<file path="config.mk">
export PLATFORM = sky130hd
export DESIGN_NAME = float_oets_sorter_flat
export DESIGN_NICKNAME = d
export VERILOG_FILES = /design/src/rtl/float_oets_sorter_if.sv /design/src/rtl/float_oets_sorter.sv /design/src/flat_wrapper.sv
export SDC_FILE = /design/constraint.sdc
export NUM_CORES = 1
export LEC_CHECK = 0
export CELL_PAD_IN_SITES_DETAIL_PLACEMENT = 1
export CELL_PAD_IN_SITES_GLOBAL_PLACEMENT = 2
export CORE_MARGIN = 2
export CORE_UTILIZATION = 43
export DETAILED_ROUTE_END_ITERATION = 6
export PLACE_DENSITY_LB_ADDON = 0.1
export RECOVER_POWER = 50
export SETUP_SLACK_MARGIN = 0.1
export SYNTH_ARGS = -nofsm -noshare
export SYNTH_HDL_FRONTEND = slang
export SYNTH_SLANG_ARGS = --single-unit
</file>
<file path="constraint.sdc">
create_clock -name clk -period 6.2 [get_ports clk]
set_input_delay 1.24 -clock clk [delete_from_list [all_inputs] [get_ports clk]]
set_output_delay 1.24 -clock clk [all_outputs]
set_load 0.05 [all_outputs]
</file>
<file path="src/rtl/float_oets_sorter_if.sv">
// float_oets_sorter_if: input/output word streams of the block sorter
interface float_oets_sorter_if #(
    parameter int L = 32
);
    logic         in_valid;
    logic         in_ready;
    logic [L-1:0] in_data;
    logic         out_valid;
    logic         out_ready;
    logic [L-1:0] out_data;
    logic         out_last;

    modport master (
        output in_valid, in_data, out_ready,
        input  in_ready, out_valid, out_data, out_last
    );

    modport slave (
        input  in_valid, in_data, out_ready,
        output in_ready, out_valid, out_data, out_last
    );
endinterface

</file>
<file path="src/rtl/float_oets_sorter.sv">
// float_oets_sorter: loads a block of floats, sorts it by odd-even transposition, drains it
module float_oets_sorter #(
    parameter int N     = 23,
    parameter int M     = 8,
    parameter int L     = N + M + 1,
    parameter int DEPTH = 8,
    parameter int CW    = $clog2(DEPTH) + 1
) (
    input  logic                 clk,
    input  logic                 rst_n,
    input  logic                 descend,
    input  logic                 flush,
    output logic                 busy,
    float_oets_sorter_if.slave   io
);
    localparam int AW = $clog2(DEPTH);

    typedef enum logic [1:0] {LOAD, SORT, DRAIN} state_t;

    state_t        state;
    logic [L-1:0]  mem [DEPTH];
    logic [L-1:0]  nxt [DEPTH];
    logic [CW-1:0] wr_cnt;
    logic [CW-1:0] rd_ptr;
    logic [CW-1:0] phase;
    logic [1:0]    clean;
    logic [1:0]    clean_next;
    logic          mode;
    logic          swapped;
    logic          sort_done;

    // Total-order key: negatives are bit-inverted, positives get the MSB set
    function automatic logic [L-1:0] key(input logic [L-1:0] w);
        return w[L-1] ? ~w : {1'b1, w[L-2:0]};
    endfunction

    assign io.in_ready  = state == LOAD;
    assign io.out_valid = state == DRAIN;
    assign io.out_last  = state == DRAIN && rd_ptr == CW'(DEPTH - 1);
    assign io.out_data  = mem[rd_ptr[AW-1:0]];
    assign busy         = state != LOAD;

    assign clean_next = swapped ? 2'd0 : clean + 2'd1;
    assign sort_done  = phase == CW'(DEPTH - 1) || clean_next == 2'd2;

    // One compare-exchange phase over the disjoint pairs selected by phase parity
    always_comb begin
        nxt     = mem;
        swapped = 1'b0;
        for (int i = 0; i < DEPTH - 1; i++) begin
            if (i[0] == phase[0] &&
                (mode ? key(mem[i]) < key(mem[i+1]) : key(mem[i]) > key(mem[i+1]))) begin
                nxt[i]   = mem[i+1];
                nxt[i+1] = mem[i];
                swapped  = 1'b1;
            end
        end
    end

    // Block FSM: load words, run phases until sorted, drain words
    always_ff @(posedge clk or negedge rst_n) begin
        if (!rst_n) begin
            state  <= LOAD;
            wr_cnt <= '0;
            rd_ptr <= '0;
            phase  <= '0;
            clean  <= '0;
            mode   <= 1'b0;
            for (int i = 0; i < DEPTH; i++) mem[i] <= '0;
        end else if (flush) begin
            state  <= LOAD;
            wr_cnt <= '0;
            rd_ptr <= '0;
            phase  <= '0;
            clean  <= '0;
        end else begin
            case (state)
                LOAD: if (io.in_valid) begin
                    mem[wr_cnt[AW-1:0]] <= io.in_data;
                    wr_cnt <= wr_cnt + 1'b1;
                    if (wr_cnt == '0) mode <= descend;
                    if (wr_cnt == CW'(DEPTH - 1)) begin
                        state <= SORT;
                        phase <= '0;
                        clean <= '0;
                    end
                end
                SORT: begin
                    mem   <= nxt;
                    phase <= phase + 1'b1;
                    clean <= clean_next;
                    if (sort_done) begin
                        state  <= DRAIN;
                        rd_ptr <= '0;
                    end
                end
                DRAIN: if (io.out_ready) begin
                    rd_ptr <= rd_ptr + 1'b1;
                    if (rd_ptr == CW'(DEPTH - 1)) begin
                        state  <= LOAD;
                        wr_cnt <= '0;
                        rd_ptr <= '0;
                    end
                end
                default: state <= LOAD;
            endcase
        end
    end
endmodule

</file>
<file path="src/flat_wrapper.sv">
// flat-port wrapper written by rule: the top's interface ports become plain ports
module float_oets_sorter_flat 
#(
    parameter int N     = 23,
    parameter int M     = 8,
    parameter int L     = N + M + 1,
    parameter int DEPTH = 8,
    parameter int CW    = $clog2(DEPTH) + 1
)
  (clk, rst_n, descend, flush, busy, io_in_valid, io_in_data, io_out_ready, io_in_ready, io_out_valid, io_out_data, io_out_last);
  float_oets_sorter_if #(.L(L)) io_i ();
  input  logic clk;
  input  logic rst_n;
  input  logic descend;
  input  logic flush;
  output logic busy;
  input wire logic [$bits(io_i.in_valid)-1:0] io_in_valid;
  input wire logic [$bits(io_i.in_data)-1:0] io_in_data;
  input wire logic [$bits(io_i.out_ready)-1:0] io_out_ready;
  output wire logic [$bits(io_i.in_ready)-1:0] io_in_ready;
  output wire logic [$bits(io_i.out_valid)-1:0] io_out_valid;
  output wire logic [$bits(io_i.out_data)-1:0] io_out_data;
  output wire logic [$bits(io_i.out_last)-1:0] io_out_last;
  assign io_i.in_valid = io_in_valid;
  assign io_i.in_data = io_in_data;
  assign io_i.out_ready = io_out_ready;
  assign io_in_ready = io_i.in_ready;
  assign io_out_valid = io_i.out_valid;
  assign io_out_data = io_i.out_data;
  assign io_out_last = io_i.out_last;
  float_oets_sorter #(.N(N), .M(M), .L(L), .DEPTH(DEPTH), .CW(CW)) u_core (.clk(clk), .rst_n(rst_n), .descend(descend), .flush(flush), .busy(busy), .io(io_i));
endmodule
</file>
# After elaboration in Yosys (flattened, before gate mapping)
# Index checks and enable logic that the tools add are counted.
[word_totals]
ff_bits = 273
[op_classes]
bitwise_logic = 12
mux = 63
n_reduce_logical = 30
addsub = 4
n_lt_le_gt_ge = 17
n_eq_ne = 20
[ops]
columns = ["cell", "count"]
rows = [
  ["256-bit one-hot mux with 2 select lines", 1],
  ["64-bit 2-to-1 mux", 7],
  ["32-bit 2-to-1 mux", 11],
  ["256-bit bitwise mux", 1],
  ["256-bit 2-to-1 mux", 1],
  ["32-bit NOT", 8],
  ["32-bit greater-than comparator", 7],
  ["32-bit < comparator", 7],
  ["32-bit binary-select mux with 3-bit select", 1],
  ["32-bit demux with 3-bit select", 1],
  ["4-bit 2-to-1 mux", 11],
  ["4-bit AND reduction", 10],
  ["4-bit one-hot mux with 2 select lines", 3],
  ["2-bit 2-to-1 mux", 10],
  ["3-bit by 1-bit != test with 1-bit output (second input constant)", 6],
  ["1-bit 2-to-1 mux", 14],
  ["4-bit by 1-bit adder with 4-bit output (second input constant)", 3],
  ["4-bit by 3-bit equality test with 1-bit output (second input constant)", 3],
  ["1-bit logical AND", 9],
  ["3-bit by 2-bit != test with 1-bit output (second input constant)", 3],
  ["3-bit nonzero test", 3],
  ["4-bit greater-or-equal comparator (second input constant)", 2],
  ["3-bit NOT with 4-bit output", 2],
  ["3-bit != test (second input constant)", 2],
  ["15 further kinds", 20],
]

# Logic depth before layout (Yosys ltp)
[depth]
ltp_word = 18
mapped_depth = 16
mapped_depth_nobuf = 12

# Worst setup path before layout
# OpenSTA, ideal clock, no wires.
[synth_path]
kind = "reg2reg"
from = "register u_core.mem[127] in the netlist's numbering"
to = "register u_core.mem[86] in the netlist's numbering"
setup_slack_ns = 1.987
t_required_ns = 6.075
arrival_ns = 4.088
synth_period_minus_slack_ns = 4.213
path_buffers = 3
path_stages_with_launch = 16
path_cell_list = "dfrtp_1 clkbuf_1 clkbuf_1 xnor2_1 inv_1 ha_1 nor2b_1 o211ai_1 a21boi_0 or4b_2 a21oi_1 mux2i_1 nand3_1 nand2_1 buf_1 mux2_2"
[synth_via]
elab_chain_cells = 7
elab_cells_between_ends = 8
cone_classes = "order compare (2); eq/ne (1); mux (2); bitwise (1); reduce/logical (2)"
[synth_lines]
columns = ["item", "line", "text"]
rows = [
  ["start, declared", "float_oets_sorter.sv:21", "logic [L-1:0] mem [DEPTH];"],
  ["start signal, assigned by index", "float_oets_sorter.sv:79", "mem[wr_cnt[AW-1:0]] <= io.in_data;"],
  ["start signal, assigned", "float_oets_sorter.sv:89", "mem <= nxt;"],
  ["32-bit NOT", "float_oets_sorter.sv:34", "return w[L-1] ? ~w : {1'b1, w[L-2:0]};"],
  ["32-bit 2-to-1 mux *", "float_oets_sorter.sv:34", ""],
  ["32-bit greater-than comparator / 32-bit < comparator (equally long branches)", "float_oets_sorter.sv:52", "(mode ? key(mem[i]) < key(mem[i+1]) : key(mem[i]) > key(mem[i+1]))) begin"],
  ["1-bit 2-to-1 mux *", "float_oets_sorter.sv:52", ""],
  ["1-bit logical AND *", "float_oets_sorter.sv:51", "if (i[0] == phase[0] &&"],
  ["3-bit by 1-bit != test with 1-bit output (no line) *", "-", ""],
  ["4-bit AND reduction (no line) *", "-", ""],
]
# Mark *: on every way between the ends. The rest lies on a longest branch, timed or not.
# A chain may end at the register's enable or synchronous reset.

# Final worst setup path
[layout_path]
from = "register u_core.mem[63] in the netlist's numbering"
to = "register u_core.mem[49] in the netlist's numbering"
[layout_via]
elab_chain_cells = 7
elab_cells_between_ends = 14
cone_classes = "order compare (4); eq/ne (1); mux (5); bitwise (1); reduce/logical (3)"
[layout_lines]
columns = ["item", "line"]
rows = [
  ["32-bit NOT", "float_oets_sorter.sv:34"],
  ["32-bit 2-to-1 mux *", "float_oets_sorter.sv:34"],
  ["32-bit greater-than comparator / 32-bit < comparator (equally long branches)", "float_oets_sorter.sv:52"],
  ["1-bit 2-to-1 mux", "float_oets_sorter.sv:52"],
  ["1-bit logical AND", "float_oets_sorter.sv:51"],
  ["3-bit by 1-bit != test with 1-bit output (no line) / 64-bit 2-to-1 mux (equally long branches)", "-"],
  ["4-bit AND reduction (no line) / 256-bit one-hot mux with 2 select lines (equally long branches)", "-"],
]
# Mark *: on every way between the ends. The rest lies on a longest branch, timed or not. The select of a mux whose other input is x is not followed.

==> impl_metrics.toml <==
[synthesis]
yosysSeqAreaShare_pct = 29.2
synth_ff_type = "dfrtp_1"
synth_warnings = 0
ys_types = 69
ys_ff_latch = 273
ys_async_sr_fraction_pct = 100
syn_area_mm2 = 0.0234
syn_area_per_cell_um2 = 8.72
synth-edff-count = 0
syn_inst = 2683
syn_nets = 2947

[route]
drt-total-wl_um = 93400
wire_per_inst_um = 27.3
vias = 21500
drc_errors = 0
detail-route-antenna-nets = 0
via_per_inst = 6.30
drt_iter0_drc = 1794
drtPass1Iterations = 5

[critical_path]
timing.rr.end = "u_core.mem[49]"
worstReg2RegStart = "u_core.mem[63]"
crit_path_end = "u_core.mem[49]"
path_max_fanout = 37
slowest_delay_ps = 1050
critPathTopFamily = "simple AND/OR/NAND/NOR gates"
cp_num_cells = 13
end_kind = "flip-flop"
worstPathRequired_ps = 6660
critical_path_class = "reg2reg"
cp-startpoint = "u_core.mem[63]"
path_buf_inv = 2
reg2reg_depth = 13
path_cells = "xor2_1 -> inv_1 -> ha_1 -> nand4_1 -> nor4_1 -> nor3b_1 -> o31a_1 -> o21a_1 -> o21ai_0 -> nor2_4 -> buf_4 -> a221oi_1 -> a21oi_1"
r2r_setup_slack_ps = 1060
crit_slowest_cell = "dfrtp_2"
arrival_ps = 5600
cp-start-kind = "flip-flop"

[grt]
grt_pass1_wl_um = 142000
grt_pass1_vias = 22200
grt_max_degree = 144
grt.overflow.total = 0
antenna_found_initial = 2
grtUsageTotal_pct = 33.2

[cts]
cts_tree = "built"
clock_path_buffers = 3
clk_latency_ps = 560
clock_sinks = 273
clkTransAtPathRegs_ps = 60
htree_levels = 2
root_buffer = "clkbuf_16"
cts-resized-gates = 0
cts_setup_buffers = 0
numCtsBuffers = 37
postCtsHoldBufs = 0

[timing]
final-setup-viol-count = 0
worst_pin_slew_ps = 4040
fin_crit_sh_pct = 82.8
slew_headroom_pct = -169
holdWs_ps = 525
rsz0062_at_grt = "false"
timing.final.max_slew_violations = 275
hold_viol = 0
clock_skew_ps = 21.7
period_needed_ps = 5140
fmax_ghz = 0.195
fin_setup_tns_ps = 0

[floorplanning]
dieWidth_um = 237
initial_core_util_pct = 43.5
die_area_mm2 = 0.0563
dieHeight_um = 237
num_io_pins = 74
row_count = 85
core_region_area_mm2 = 0.0538

[placed_design]
port_buffers = 73
dp_hpwl_um = 66000
gp_congestion = 0.916

[layout]
fill_cells = 6181
final_nets = 2958
drive_above_1_share_pct = 11.6
areaGrowthSynthToFinish_pct = 12.4
post-route-util_pct = 48.9

[status]
status = "finished with violations"
violations = "capacitance limit, slew limit"

[pwr]
powerDensity_mw_per_mm2 = 409
power.total_uw = 10800
p_leak_uw = 0.0121
ir_worst_vdd_v = 0.000285

[min_path]
hold_path.startpoint = "u_core.clean[1]"
hp-class = "reg2reg"

[flow_run]
drv_cap = 2
through the flow:
step           instance area [um2]  setup WS, ps  instances
2_1_floorplan                23400          1990       2683
3_3_place_gp                 25200          1220       3351
3_5_place_dp                 25200          1110       3351
4_1_cts                      26300          1080       3414
5_1_grt                      26300           663       3414
6_report                     26300          1060       3415
synth_stat cells (all sizes together) (3+ instances only):
| cell | number | share of area [%] |
|---|---|---|
| a221oi | 106 | 4.0 |
| a22oi | 32 | 1.0 |
| mux4 | 64 | 6.2 |
| inv | 208 | 3.3 |
| nand4 | 35 | 0.94 |
| a2111oi | 4 | 0.15 |
| nor2b | 9 | 0.24 |
| nand2 | 281 | 4.5 |
| mux2 | 97 | 4.7 |
| and4 | 10 | 0.37 |
| nor4b | 3 | 0.11 |
| and2 | 3 | 0.080 |
| o21a | 5 | 0.16 |
| a21oi | 218 | 4.7 |
| a221o | 36 | 1.5 |
| nand2b | 6 | 0.16 |
| nor4 | 5 | 0.13 |
| buf | 47 | 0.88 |
| mux2i | 38 | 1.6 |
| a21o | 25 | 0.80 |
| or2 | 3 | 0.080 |
| a21boi | 3 | 0.096 |
| a211oi | 7 | 0.25 |
| nor3b | 4 | 0.13 |
| nor2 | 323 | 5.2 |
| clkbuf | 119 | 1.9 |
| o211ai | 7 | 0.22 |
| dfrtp | 273 | 29 |
| o21ai | 99 | 2.1 |
| nand3 | 44 | 0.94 |
| and3 | 4 | 0.11 |
| ha | 226 | 12 |
| xnor2 | 74 | 2.8 |
| a31oi | 39 | 1.1 |
| xor2 | 176 | 6.6 |
| nor3 | 19 | 0.41 |
| a311oi | 5 | 0.24 |
layout by cell type, fill, tap and decap left out, types with 32 or more instances in the layout:
master and n:
a21oi_1 218, a221o_1 36, a221oi_1 106, a22oi_1 32, a31oi_1 37, buf_4 50
clkbuf_16 37, clkdlybuf4s50_1 61, dfrtp_1 263, ha_1 226, inv_1 208, mux2_2 97
mux2i_1 38, mux4_2 64, nand2_1 279, nand3_1 39, nand4_1 35, nor2_1 318
o21ai_0 98, xnor2_1 74, xor2_1 176
worst min path at each step:
stage / slack, ps / depth (start not counted) / end
global placement: 470 / 1 / u_core.clean[1]
global route: 540 / 1 / u_core.clean[1]
finish: 530 / 1 / u_core.clean[1]
detailed placement: 510 / 1 / u_core.clean[1]
floorplan: 450 / 1 / u_core.clean[1]
CTS: 520 / 1 / u_core.clean[1]
cell families after synthesis:
logic type,synth area share (%)
flops,29.2
fa+ha+maj,12.1
mux,12.5
compound gates,17.0
simple gates,13.7
xor+xnor,9.36
buf+inv,6.13
registers in the layout, summed over array words and instances (netlist names):
signal         count
u_core.mem       256
u_core.wr_cnt      4
u_core.state       2
u_core.mode        1
u_core.clean       2
u_core.rd_ptr      4
u_core.phase       4
metal layers:
| metal | vias up | track usage (%) | routed length (um) |
|---|---|---|---|
| met5 | - | 0 | 0 |
| met3 | 132 | 4.34 | 4830 |
| li1 | 9551 | - | - |
| met4 | 0 | 8.61 | 2190 |
| met1 | 11200 | 47.4 | 43400 |
| met2 | 616 | 53.1 | 42900 |
area by class of cell:
type,count,area (um2),area share (%)
multi-input cells,2036,15300,58.0
flip-flops and latches,273,6850,26.0
repair buffers,138,1370,5.21
clock buffers,56,1100,4.17
well taps,696,871,3.31
inverters,208,781,2.97
clock inverters,7,63.8,0.243
diodes,1,2.50,0.00952
worst register-to-register path: cells and delay by family, from the launching register on:
kind	cells	cell delay [ps]
simple gates	4	1930
flops	1	1050
compound gates	5	960
buf+inv	2	470
fa+ha+maj	1	320
xor+xnor	1	290
where the power goes:
group          switching [uW]  internal [uW]
Combinational            3370           2290
Sequential                792           2150
Clock                     894           1260
No activity file was read; power rests on OpenSTA's default activity.
